`src/rtl/frame_cmd_writer.sv`:
```
// Byte-stream command decoder for the LED matrix: channel/brightness enables, line/frame writes, frame clear.
// Writes land on the RAM port one edge after byte acceptance; rx_ready drops only while clearing.
module frame_cmd_writer #(
    parameter int ROW_BITS        = 5,
    parameter int COL_BITS        = 6,
    parameter int BPP_BITS        = 1,
    parameter int CHANNELS        = 3,
    parameter int BRIGHTNESS_BITS = 6,
    parameter bit COL_MIRROR      = 1'b1,
    localparam int ADDR_WIDTH     = ROW_BITS + COL_BITS + BPP_BITS
) (
    input  logic                       ram_clk_enable,
    input  logic                       reset,
    input  logic [7:0]                 rx_data,
    input  logic                       rx_valid,
    input  logic                       rx_invalid,
    output logic                       rx_ready,
    output logic [CHANNELS-1:0]        channel_enable,
    output logic [BRIGHTNESS_BITS-1:0] brightness_enable,
    output logic [ADDR_WIDTH-1:0]      ram_address,
    output logic [7:0]                 ram_data_out,
    output logic                       ram_write_enable,
    output logic                       busy,
    output logic                       cmd_error
);

    // byte_idx keeps one bit even for one-byte pixels; it then simply stays 0
    localparam int BI_W = (BPP_BITS > 0) ? BPP_BITS : 1;
    localparam logic [BI_W-1:0] BYTE_LAST = BI_W'((1 << BPP_BITS) - 1);

    typedef enum logic [2:0] {S_IDLE, S_MASK, S_ROW, S_DATA, S_CLEAR} state_t;

    state_t                     state, state_nxt;
    logic [ROW_BITS-1:0]        row, row_nxt;
    logic [COL_BITS-1:0]        col, col_nxt, col_mapped;
    logic [BI_W-1:0]            byte_idx, byte_idx_nxt;
    logic                       frame_mode, frame_mode_nxt;
    logic [ADDR_WIDTH-1:0]      clr_addr, clr_addr_nxt;
    logic [CHANNELS-1:0]        channel_enable_nxt;
    logic [BRIGHTNESS_BITS-1:0] brightness_enable_nxt;
    logic [ADDR_WIDTH-1:0]      ram_address_nxt, data_addr;
    logic [7:0]                 ram_data_out_nxt;
    logic                       ram_write_enable_nxt, cmd_error_nxt, xfer;

    function automatic logic [7:0] chan_letter(input int c);
        case (c)
            0:       chan_letter = 8'h52; // 'R'
            1:       chan_letter = 8'h47; // 'G'
            default: chan_letter = 8'h42; // 'B'
        endcase
    endfunction

    assign rx_ready   = (state != S_CLEAR);
    assign busy       = (state != S_IDLE);
    assign xfer       = rx_valid & rx_ready;
    assign col_mapped = COL_MIRROR ? ~col : col;
    assign data_addr  = (ADDR_WIDTH'({row, col_mapped}) << BPP_BITS) | ADDR_WIDTH'(byte_idx);

    always_comb begin
        state_nxt             = state;
        row_nxt               = row;
        col_nxt               = col;
        byte_idx_nxt          = byte_idx;
        frame_mode_nxt        = frame_mode;
        clr_addr_nxt          = clr_addr;
        channel_enable_nxt    = channel_enable;
        brightness_enable_nxt = brightness_enable;
        ram_address_nxt       = ram_address;
        ram_data_out_nxt      = ram_data_out;
        ram_write_enable_nxt  = 1'b0;
        cmd_error_nxt         = 1'b0;

        case (state)
            S_IDLE: begin
                if (xfer && !rx_invalid) begin
                    for (int c = 0; c < CHANNELS; c++) begin
                        if (c < 3) begin
                            if (rx_data == chan_letter(c))
                                channel_enable_nxt[c] = 1'b1;
                            else if (rx_data == (chan_letter(c) | 8'h20))
                                channel_enable_nxt[c] = 1'b0;
                        end
                    end
                    // digit k toggles plane BRIGHTNESS_BITS-k, so walk bits and derive their digit
                    for (int b = 0; b < BRIGHTNESS_BITS; b++) begin
                        if (rx_data == 8'h30 + 8'(BRIGHTNESS_BITS - b))
                            brightness_enable_nxt[b] = ~brightness_enable[b];
                    end
                    case (rx_data)
                        8'h30: brightness_enable_nxt = '0;
                        8'h39: brightness_enable_nxt = '1;
                        8'h4D: state_nxt = S_MASK;
                        8'h4C: state_nxt = S_ROW;
                        8'h46: begin
                            row_nxt        = '0;
                            col_nxt        = '0;
                            byte_idx_nxt   = BYTE_LAST;
                            frame_mode_nxt = 1'b1;
                            state_nxt      = S_DATA;
                        end
                        8'h43: begin
                            clr_addr_nxt = '0;
                            state_nxt    = S_CLEAR;
                        end
                        default: ;
                    endcase
                end
            end

            S_MASK: begin
                if (xfer) begin
                    if (rx_invalid)
                        cmd_error_nxt = 1'b1;
                    else
                        channel_enable_nxt = rx_data[CHANNELS-1:0];
                    state_nxt = S_IDLE;
                end
            end

            S_ROW: begin
                if (xfer) begin
                    if (rx_invalid) begin
                        cmd_error_nxt = 1'b1;
                        state_nxt     = S_IDLE;
                    end else begin
                        row_nxt        = rx_data[ROW_BITS-1:0];
                        col_nxt        = '0;
                        byte_idx_nxt   = BYTE_LAST;
                        frame_mode_nxt = 1'b0;
                        state_nxt      = S_DATA;
                    end
                end
            end

            S_DATA: begin
                if (xfer) begin
                    if (rx_invalid) begin
                        cmd_error_nxt = 1'b1;
                        state_nxt     = S_IDLE;
                    end else begin
                        ram_address_nxt      = data_addr;
                        ram_data_out_nxt     = rx_data;
                        ram_write_enable_nxt = 1'b1;
                        if (byte_idx == '0) begin
                            byte_idx_nxt = BYTE_LAST;
                            col_nxt      = col + 1'b1;
                            if (&col) begin
                                if (!frame_mode || &row)
                                    state_nxt = S_IDLE;
                                else
                                    row_nxt = row + 1'b1;
                            end
                        end else begin
                            byte_idx_nxt = byte_idx - 1'b1;
                        end
                    end
                end
            end

            S_CLEAR: begin
                ram_address_nxt      = clr_addr;
                ram_data_out_nxt     = 8'h00;
                ram_write_enable_nxt = 1'b1;
                clr_addr_nxt         = clr_addr + 1'b1;
                if (&clr_addr)
                    state_nxt = S_IDLE;
            end

            default: state_nxt = S_IDLE;
        endcase
    end

    always_ff @(posedge ram_clk_enable or posedge reset) begin
        if (reset) begin
            state             <= S_IDLE;
            row               <= '0;
            col               <= '0;
            byte_idx          <= '0;
            frame_mode        <= 1'b0;
            clr_addr          <= '0;
            channel_enable    <= '1;
            brightness_enable <= '1;
            ram_address       <= '0;
            ram_data_out      <= '0;
            ram_write_enable  <= 1'b0;
            cmd_error         <= 1'b0;
        end else begin
            state             <= state_nxt;
            row               <= row_nxt;
            col               <= col_nxt;
            byte_idx          <= byte_idx_nxt;
            frame_mode        <= frame_mode_nxt;
            clr_addr          <= clr_addr_nxt;
            channel_enable    <= channel_enable_nxt;
            brightness_enable <= brightness_enable_nxt;
            ram_address       <= ram_address_nxt;
            ram_data_out      <= ram_data_out_nxt;
            ram_write_enable  <= ram_write_enable_nxt;
            cmd_error         <= cmd_error_nxt;
        end
    end

endmodule
```
`config.mk`:
```
export PLATFORM = sky130hd
export DESIGN_NAME = frame_cmd_writer
export DESIGN_NICKNAME = d
export VERILOG_FILES = /design/src/rtl/frame_cmd_writer.sv
export SDC_FILE = /design/constraint.sdc
export NUM_CORES = 1
export LEC_CHECK = 0
export ABC_CLOCK_PERIOD_IN_PS = 2740
export CORE_ASPECT_RATIO = 0.7
export CORE_MARGIN = 4
export CORE_UTILIZATION = 45
export CTS_BUF_LIST = sky130_fd_sc_hd__clkbuf_16
export DETAILED_ROUTE_END_ITERATION = 8
export HOLD_SLACK_MARGIN = 0.02
export PLACE_DENSITY = 0.67
export SETUP_SLACK_MARGIN = 0.5
export SYNTH_ARGS = -nofsm -noshare
export SYNTH_HDL_FRONTEND = slang
export SYNTH_SLANG_ARGS = --single-unit
```
`constraint.sdc`:
```
create_clock -name ram_clk_enable -period 2.74 [get_ports ram_clk_enable]
set_input_delay 0.548 -clock ram_clk_enable [delete_from_list [all_inputs] [get_ports ram_clk_enable]]
set_output_delay 0.548 -clock ram_clk_enable [all_outputs]
set_load 0.05 [all_outputs]
```
==> out/qor.txt, run 1 <==
Status -> finished clean
Via count -> 3080
Top FF cell, synth -> dfrtp_1
Setup CP Type -> flop to output pin
Max Cap Viol -> 0
Register area -> 1490 sq um
Synth warnings -> 0
Total CTS buffers -> 9
CP delay by family, top -> buffers and inverters
RePlAce Congestion -> 0.885
Worst Path Buf+Inv -> 1
Fin worst setup slack -> 0.533 ns
Critical path arrival -> 1.66 ns
WP data required -> 2.19 ns
Slew @ Worst Pin -> 0.671 ns
Die height -> 80.3 microns
Antenna violations before repair -> 0
Fill count -> 648
Final Hold Viols -> 0
Worst setup EP type -> output pin
Crit path max fanout -> 3
# rows -> 26
Clk pin slew, worst setup/hold paths -> 0.05 ns
Htree depth -> 3
Crit start category -> flop
Die X -> 111 microns
Iteration-0 DRC Markers -> 221
Share of layout cells above drive strength 1 -> 17.4%
Clk_lat worst skew -> 0.33 ns
Area of the multi-input gates -> 1780 sq um
Power Density -> 958 nW/um^2
Initial core utilization -> 46.1%
Core area -> 7290 sq um
Vias in the first global route -> 2946
Mapped Cells -> 373
Number of synthesized flops with an enable pin -> 0
Synth Area in Adders -> 1.49%
Pin count of the biggest net entering global routing -> 60
Slew margin rel. -> 55.2%
Via-to-Cell Ratio -> 5.75
Drt pass-1 iters -> 6
ANT nets after route -> 0
FF+latch count, synth -> 59
DR WL/cell -> 17.3 microns
CTS tree -> built
Distinct cell type count after synthesis -> 59
Post-synth net total -> 389
Port bufs -> 44
Syn Std Cell Area -> 3360 sq um
Asr flop ratio synth -> 100%
Final min period -> 2.21 ns
Global-route wire length before repair -> 15.8 mm
WL final -> 9.27 mm
Io pins -> 45
LEAKAGE -> 1.98 nW
Max VDD drop -> 0.693 mV
DRC viols -> 0
CTS root buffer -> clkbuf_16
Seq/Total Area, Yosys -> 44.3%
Tcrit/Tclk final -> 80.5%
# setup viols final -> 0
Post-Synth Simple-Gate Area -> 27.4%
Area grow syn2layout -> 31.1%
ANT cells -> 0
Max stage delay on crit path -> 0.80 ns
F_max -> 453 MHz
Xor/xnor cell area share of the yosys netlist -> 3.65%
Hold Path Class -> flop to flop
Area fraction in compound gates after synthesis -> 15.4%
Post-layout util -> 60.4%
Max Buffers Root-to-Sink -> 2
Crit-path slowest cell -> clkdlybuf4s50_1
CTS Sinks -> 59
Largest family of logic cells by synthesized area -> simple AND/OR/NAND/NOR gates
Worst-path cell chain -> clkdlybuf4s50_1
RSZ-0062 raised after global routing -> true
Pre-CTS WS -> 0.0351 ns
Nets@finish -> 449
Post-DP HPWL -> 6.38 mm
Fin Clk Skew -> 0.00445 ns
Grt ovf -> 0
Slew Viols, Final -> 0
Synthesized area per cell -> 9.01 sq um
Tot GR Track Use -> 22.2%
Post-synthesis mux area share -> 3.09%
Die area -> 8930 sq um
Setup Total Neg Slack -> 0 ns
registers in the layout (all words and copies together), names as in the netlist:
signal	count
brightness_enable	6
byte_idx	1
channel_enable	3
clr_addr	12
cmd_error	1
col	6
frame_mode	1
ram_address	12
ram_data_out	8
ram_write_enable	1
row	5
state	3
kinds of logic (layout without fill, tap and decap cells):
kind of cell,Yosys count,after routing
AND/OR/NAND/NOR,176,176
AO/OA/AOI/OAI,79,79
flip-flops,59,59
buffers and inverters,31,96
XOR/XNOR,14,14
multiplexers,10,10
adder cells (fa/ha/maj),4,4
repair_timing:
item,in CTS,in global routing
hold buffers,0,0
buffers inserted,2,2
resized for setup,14,17
setup endpoints to repair,19,31
pin swaps,2,2
power by group:
group	switching [mW]	total [mW]	internal, mW
sequential	0.225	1.37	1.14
clock	0.407	1.10	0.691
combinational	1.14	1.75	0.615
worst paths after layout:
check	start	to	slack (ns)	cells after the start
worst min-delay path	ram_data_out[6]	ram_data_out[6]	0.51	2
worst max register to register	row[0]	state[1]	0.61	8
worst min register to register	ram_data_out[6]	ram_data_out[6]	0.51	2
min in group asynchronous	reset	ram_address[10]	0.60	3
max in group asynchronous	reset	brightness_enable[0]	1.84	3
worst max-delay path	brightness_enable[5]	brightness_enable[5]	0.53	1
metal layers:
layer  vias up  global-route usage (%)  part of all wire, %
met2       121                    30.7                   42
met5         -                       0                    0
li1       1458                       -                    -
met3        19                    4.07                  6.0
met4         0                    8.14                  1.7
met1      1482                    34.2                   51
Yosys cell counts, types with 2 or more instances:
cell type  count  area (sq um)
nor3b_2        2          25.0
or3_2          2          15.0
a31oi_1       12          75.1
nand3_1       23           115
ha_1           4          50.1
or3_1          2          12.5
nand2_1       56           210
buf_1          2          7.51
nor3_1         8          40.0
a22o_1         2          17.5
buf_6          5          56.3
xnor2_1        9          78.8
nor2_1        42           158
a21oi_1       15          75.1
mux2i_1        7          70.1
clkbuf_1      13          48.8
a211oi_1       3          22.5
and2b_1        2          15.0
dfstp_2        9           236
o31ai_1       11          82.6
nor4b_1        4          35.0
dfrtp_1       50          1250
inv_1          8          30.0
mux2_2         3          33.8
nor4_1         3          18.8
o22ai_1        2          12.5
nor3b_1        2          15.0
nand2b_1       8          50.1
and3_1         3          18.8
a21o_1         5          37.5
nand4_1        4          25.0
and4bb_2       3          37.5
xor2_1         5          43.8
or4_1          3          22.5
o21ai_0       17          85.1
area by class of cell:
class | instances | share of cell area (%)
Multi-Input combinational cell | 283 | 40.4
Sequential cell | 59 | 33.8
Timing Repair Buffer | 71 | 15.7
Clock buffer | 9 | 5.12
Tap cell | 98 | 2.78
Clock inverter | 7 | 1.36
Inverter | 9 | 0.824
placed cells by master (no fill, tap or decap), types with 3 or more instances in the layout:
cell type        count
a211oi_1             3
a21o_1               5
a21oi_1             15
a31oi_1             12
and3_1               3
and4bb_2             3
buf_12               3
buf_4               25
clkbuf_16            9
clkdlybuf4s50_1     30
clkinv_2             3
dfrtp_1             48
dfstp_2              9
dlygate4sd2_1        3
dlymetal6s2s_1       9
ha_1                 3
inv_1                8
mux2_2               3
mux2i_1              7
nand2_1             56
nand2b_1             8
nand3_1             23
nand4_1              4
nor2_1              42
nor3_1               8
nor4b_1              4
o21ai_0             17
o31ai_1             11
or4_1                3
xnor2_1              9
xor2_1               5
stage by stage:
step	cells	area, sq um	total power, mW	hold WS [ns]
2_1_floorplan	373	3360	2.48	0.477
3_3_place_gp	516	4010	3.06	0.482
3_5_place_dp	516	4010	3.08	0.484
4_1_cts	534	4360	4.22	0.513
5_1_grt	536	4400	4.44	0.545
6_report	536	4400	4.22	0.512
Note: power is estimated with default switching activity, not from simulation.
==> run 2: changes to the inputs <==
- ABC_CLOCK_PERIOD_IN_PS: 2740 -> 2300
- clock period: 2.74 -> 2.3 ns (I/O delays scaled with it)
==> run 2 against run 1 <==
Net effect: utilization grew 8.7 points; sequential power grew 18%; final area grew 14%; routed wire length grew 18%; register-to-register slack lost 0.29 ns; worst hold slack lost 0.013 ns; clock skew grew 0.0040 ns; critical endpoint is now state[1].
==> out/qor.txt, run 2 (same netlist as run 1, synthesis figures left out) <==
Status -> finished clean
Setup Total Neg Slack -> 0 ns (unchanged)
Tcrit/Tclk final -> 85.9%
LEAKAGE -> 2.29 nW (+16%)
Critical R2R Launch -> clr_addr[1]
Die X -> 111 microns (unchanged)
Max Buffers Root-to-Sink -> 2 (unchanged)
DR WL/cell -> 18.4 microns (+6.7%)
Net Sw Frac -> 43.2% (+1.2 points)
Hold path startpoint -> ram_data_out[0]
Initial core utilization -> 46.1% (unchanged)
Hold Path Class -> flop to flop
ANT nets after route -> 0 (unchanged)
Slew @ Worst Pin -> 0.502 ns (-0.169 ns)
Fin worst setup slack -> 0.325 ns (-0.208 ns)
Port bufs -> 44 (unchanged)
Slew Viols, Final -> 0 (unchanged)
Clk_lat worst skew -> 0.33 ns (about the same)
CP Depth -> 7 (+6)
Sw Pwr -> 2.27 mW (+28%)
Die area -> 8930 sq um (unchanged)
RePlAce Congestion -> 0.885 (unchanged)
Crit start category -> flop
# setup viols final -> 0 (unchanged)
Post-DP HPWL -> 6.42 mm (+0.60%)
Worst setup EP type -> flop
Tot GR Track Use -> 24.1% (+1.9 points)
Power share of the sequential group -> 30.8% (-1.6 points)
Pre-CTS WS -> -0.221 ns (-0.256 ns)
Max Cap Viol -> 0 (unchanged)
Fill count -> 557 (-14%)
Crit-path slowest cell -> o41ai_2
CTS root buffer -> clkbuf_16
WL final -> 10.9 mm (+18%)
Hold Path Stages -> 2 (unchanged)
Max stage delay on crit path -> 0.46 ns (-0.34 ns)
Antenna violations before repair -> 0 (unchanged)
Pin count of the biggest net entering global routing -> 60 (unchanged)
Share of layout cells above drive strength 1 -> 36.7% (+19 points)
Vias in the first global route -> 3215 (+9.1%)
Worst Path Buf+Inv -> 1 (unchanged)
CP delay by family, top -> compound AO/OA/AOI/OAI gates
RSZ-0062 raised after global routing -> true
Drt pass-1 iters -> 5 (-1)
Clk pwr share -> 22.5% (-3.5 points)
Total CTS buffers -> 9 (unchanged)
Area grow syn2layout -> 50.0%
Die height -> 80.3 microns (unchanged)
CTS Sinks -> 59 (unchanged)
F_max -> 506 MHz
Power Density -> 1040 nW/um^2 (+9.0%)
Nets@finish -> 505 (+12%)
WP data required -> 2.50 ns (+0.31 ns)
Setup CP Type -> flop to flop
Io pins -> 45 (unchanged)
Most frequent cells in the layout -> 64 x buf_4, 54 x nand2_1, 46 x dfrtp_1
Hold Path End -> ram_data_out[0]
Final min period -> 1.98 ns
Internal power -> 2.99 mW (+22%)
Worst-path cell chain -> ha_2, nand4_1, o41ai_2, buf_4, o221ai_2, mux2i_1, o31ai_1
Logic gate share of total power -> 46.7% (+5.1 points)
R2R Path End -> state[1]
Commonest non-fill, non-tap cell in the layout -> buf_4
Iteration-0 DRC Markers -> 300 (+36%)
Reg-to-reg slack, setup -> 0.32 ns (-0.29 ns)
Htree depth -> 3 (unchanged)
Core area -> 7290 sq um (unchanged)
Via count -> 3449 (+12%)
Global-route wire length before repair -> 16.9 mm (+7.2%)
Critical path arrival -> 2.18 ns (+0.52 ns)
Grt ovf -> 0 (unchanged)
Crit path max fanout -> 3 (unchanged)
Final Hold Viols -> 0 (unchanged)
CP Launch Point -> clr_addr[1]
CTS tree -> built
Biggest regs -> clr_addr x12, ram_address x12, ram_data_out x8
Worst reg2reg path depth -> 7 (-1)
ANT cells -> 0 (unchanged)
# rows -> 26 (unchanged)
DRC viols -> 0 (unchanged)
Slew margin rel. -> 66.7% (+12 points)
Via-to-Cell Ratio -> 5.84 (+1.6%)
Clk pin slew, worst setup/hold paths -> 0.05 ns (about the same)
Fin Clk Skew -> 0.00847 ns (+0.00402 ns)
Max VDD drop -> 0.626 mV (-9.7%)
run 2: cell types whose count changed in the layout (fill, tap and decap cells not counted), moves of 4 or more:
cell             previous run  this run
a21oi_2                     0         5
buf_4                      25        64
nor2_1                     42        38
dlygate4sd2_1               3        27
a21oi_1                    15        10
dlymetal6s2s_1              9         0
buf_6                       0        15
clkdlybuf4s50_1            30         1
clkdlybuf4s15_2             0         9
run 2: through the flow:
| step | hold WS, ns | power [mW] | instances | utilization [%] | instance area, sq um |
|---|---|---|---|---|---|
| after floorplan | 0.496 | 2.98 | 373 | - | 3430 |
| after global placement | 0.481 | 3.67 | 537 | 58.0 | 4220 |
| after detailed placement | 0.492 | 3.69 | 537 | 58.0 | 4220 |
| after CTS | 0.501 | 4.95 | 573 | 65.4 | 4770 |
| after global routing | 0.535 | 5.50 | 591 | 69.2 | 5040 |
| final | 0.499 | 5.26 | 591 | 69.2 | 5040 |
run 2: how the worst max path moves through the flow:
stage	slack (ns)	to
floorplan	0.41	col[5]
global placement	-0.18	brightness_enable[1]
detailed placement	-0.22	brightness_enable[2]
CTS	0.44	state[1]
global route	0.25	state[1]
finish	0.32	state[1]
run 2: area by class of cell:
type / count / area, sq um / share of cell area, %
multi-input cells: 283 / 1960 / 39.0
flip-flops and latches: 59 / 1490 / 29.6
repair buffers: 127 / 1160 / 23.1
clock buffers: 9 / 225 / 4.47
well taps: 98 / 123 / 2.43
inverters: 9 / 37.5 / 0.745
clock inverters: 6 / 33.8 / 0.670
run 2: layer usage:
metal / GRT usage, % / vias up / routed length, microns
li1: - / 1572 / -
met1: 34.8 / 1676 / 4910
met2: 35.3 / 181 / 4810
met3: 6.78 / 20 / 960
met4: 6.93 / 0 / 223
met5: 0 / - / 0
run 2: tightest hold or removal path, cell delays in order, from the launching register on:
cell     delay, ns
dfrtp_1       0.34
nand3_1       0.06
nand2_1       0.06
run 2: timing repair:
action,CTS,global route
buffers inserted,20,17
pin swaps,16,15
cloned,1,1
endpoints found under the hold margin,0,0
endpoints found under the setup margin,67,35
resized for setup,97,32
hold buffers,0,0
run 2: power groups by stage:
| stage | Clock (mW) | Sequential, mW | Combinational, mW |
|---|---|---|---|
| 2_1_floorplan | 0 | 2.26 | 0.728 |
| 3_3_place_gp | 0 | 1.67 | 2.01 |
| 3_5_place_dp | 0 | 1.66 | 2.03 |
| 4_1_cts | 1.19 | 1.61 | 2.15 |
| 5_1_grt | 1.25 | 1.66 | 2.59 |
| 6_report | 1.18 | 1.62 | 2.46 |
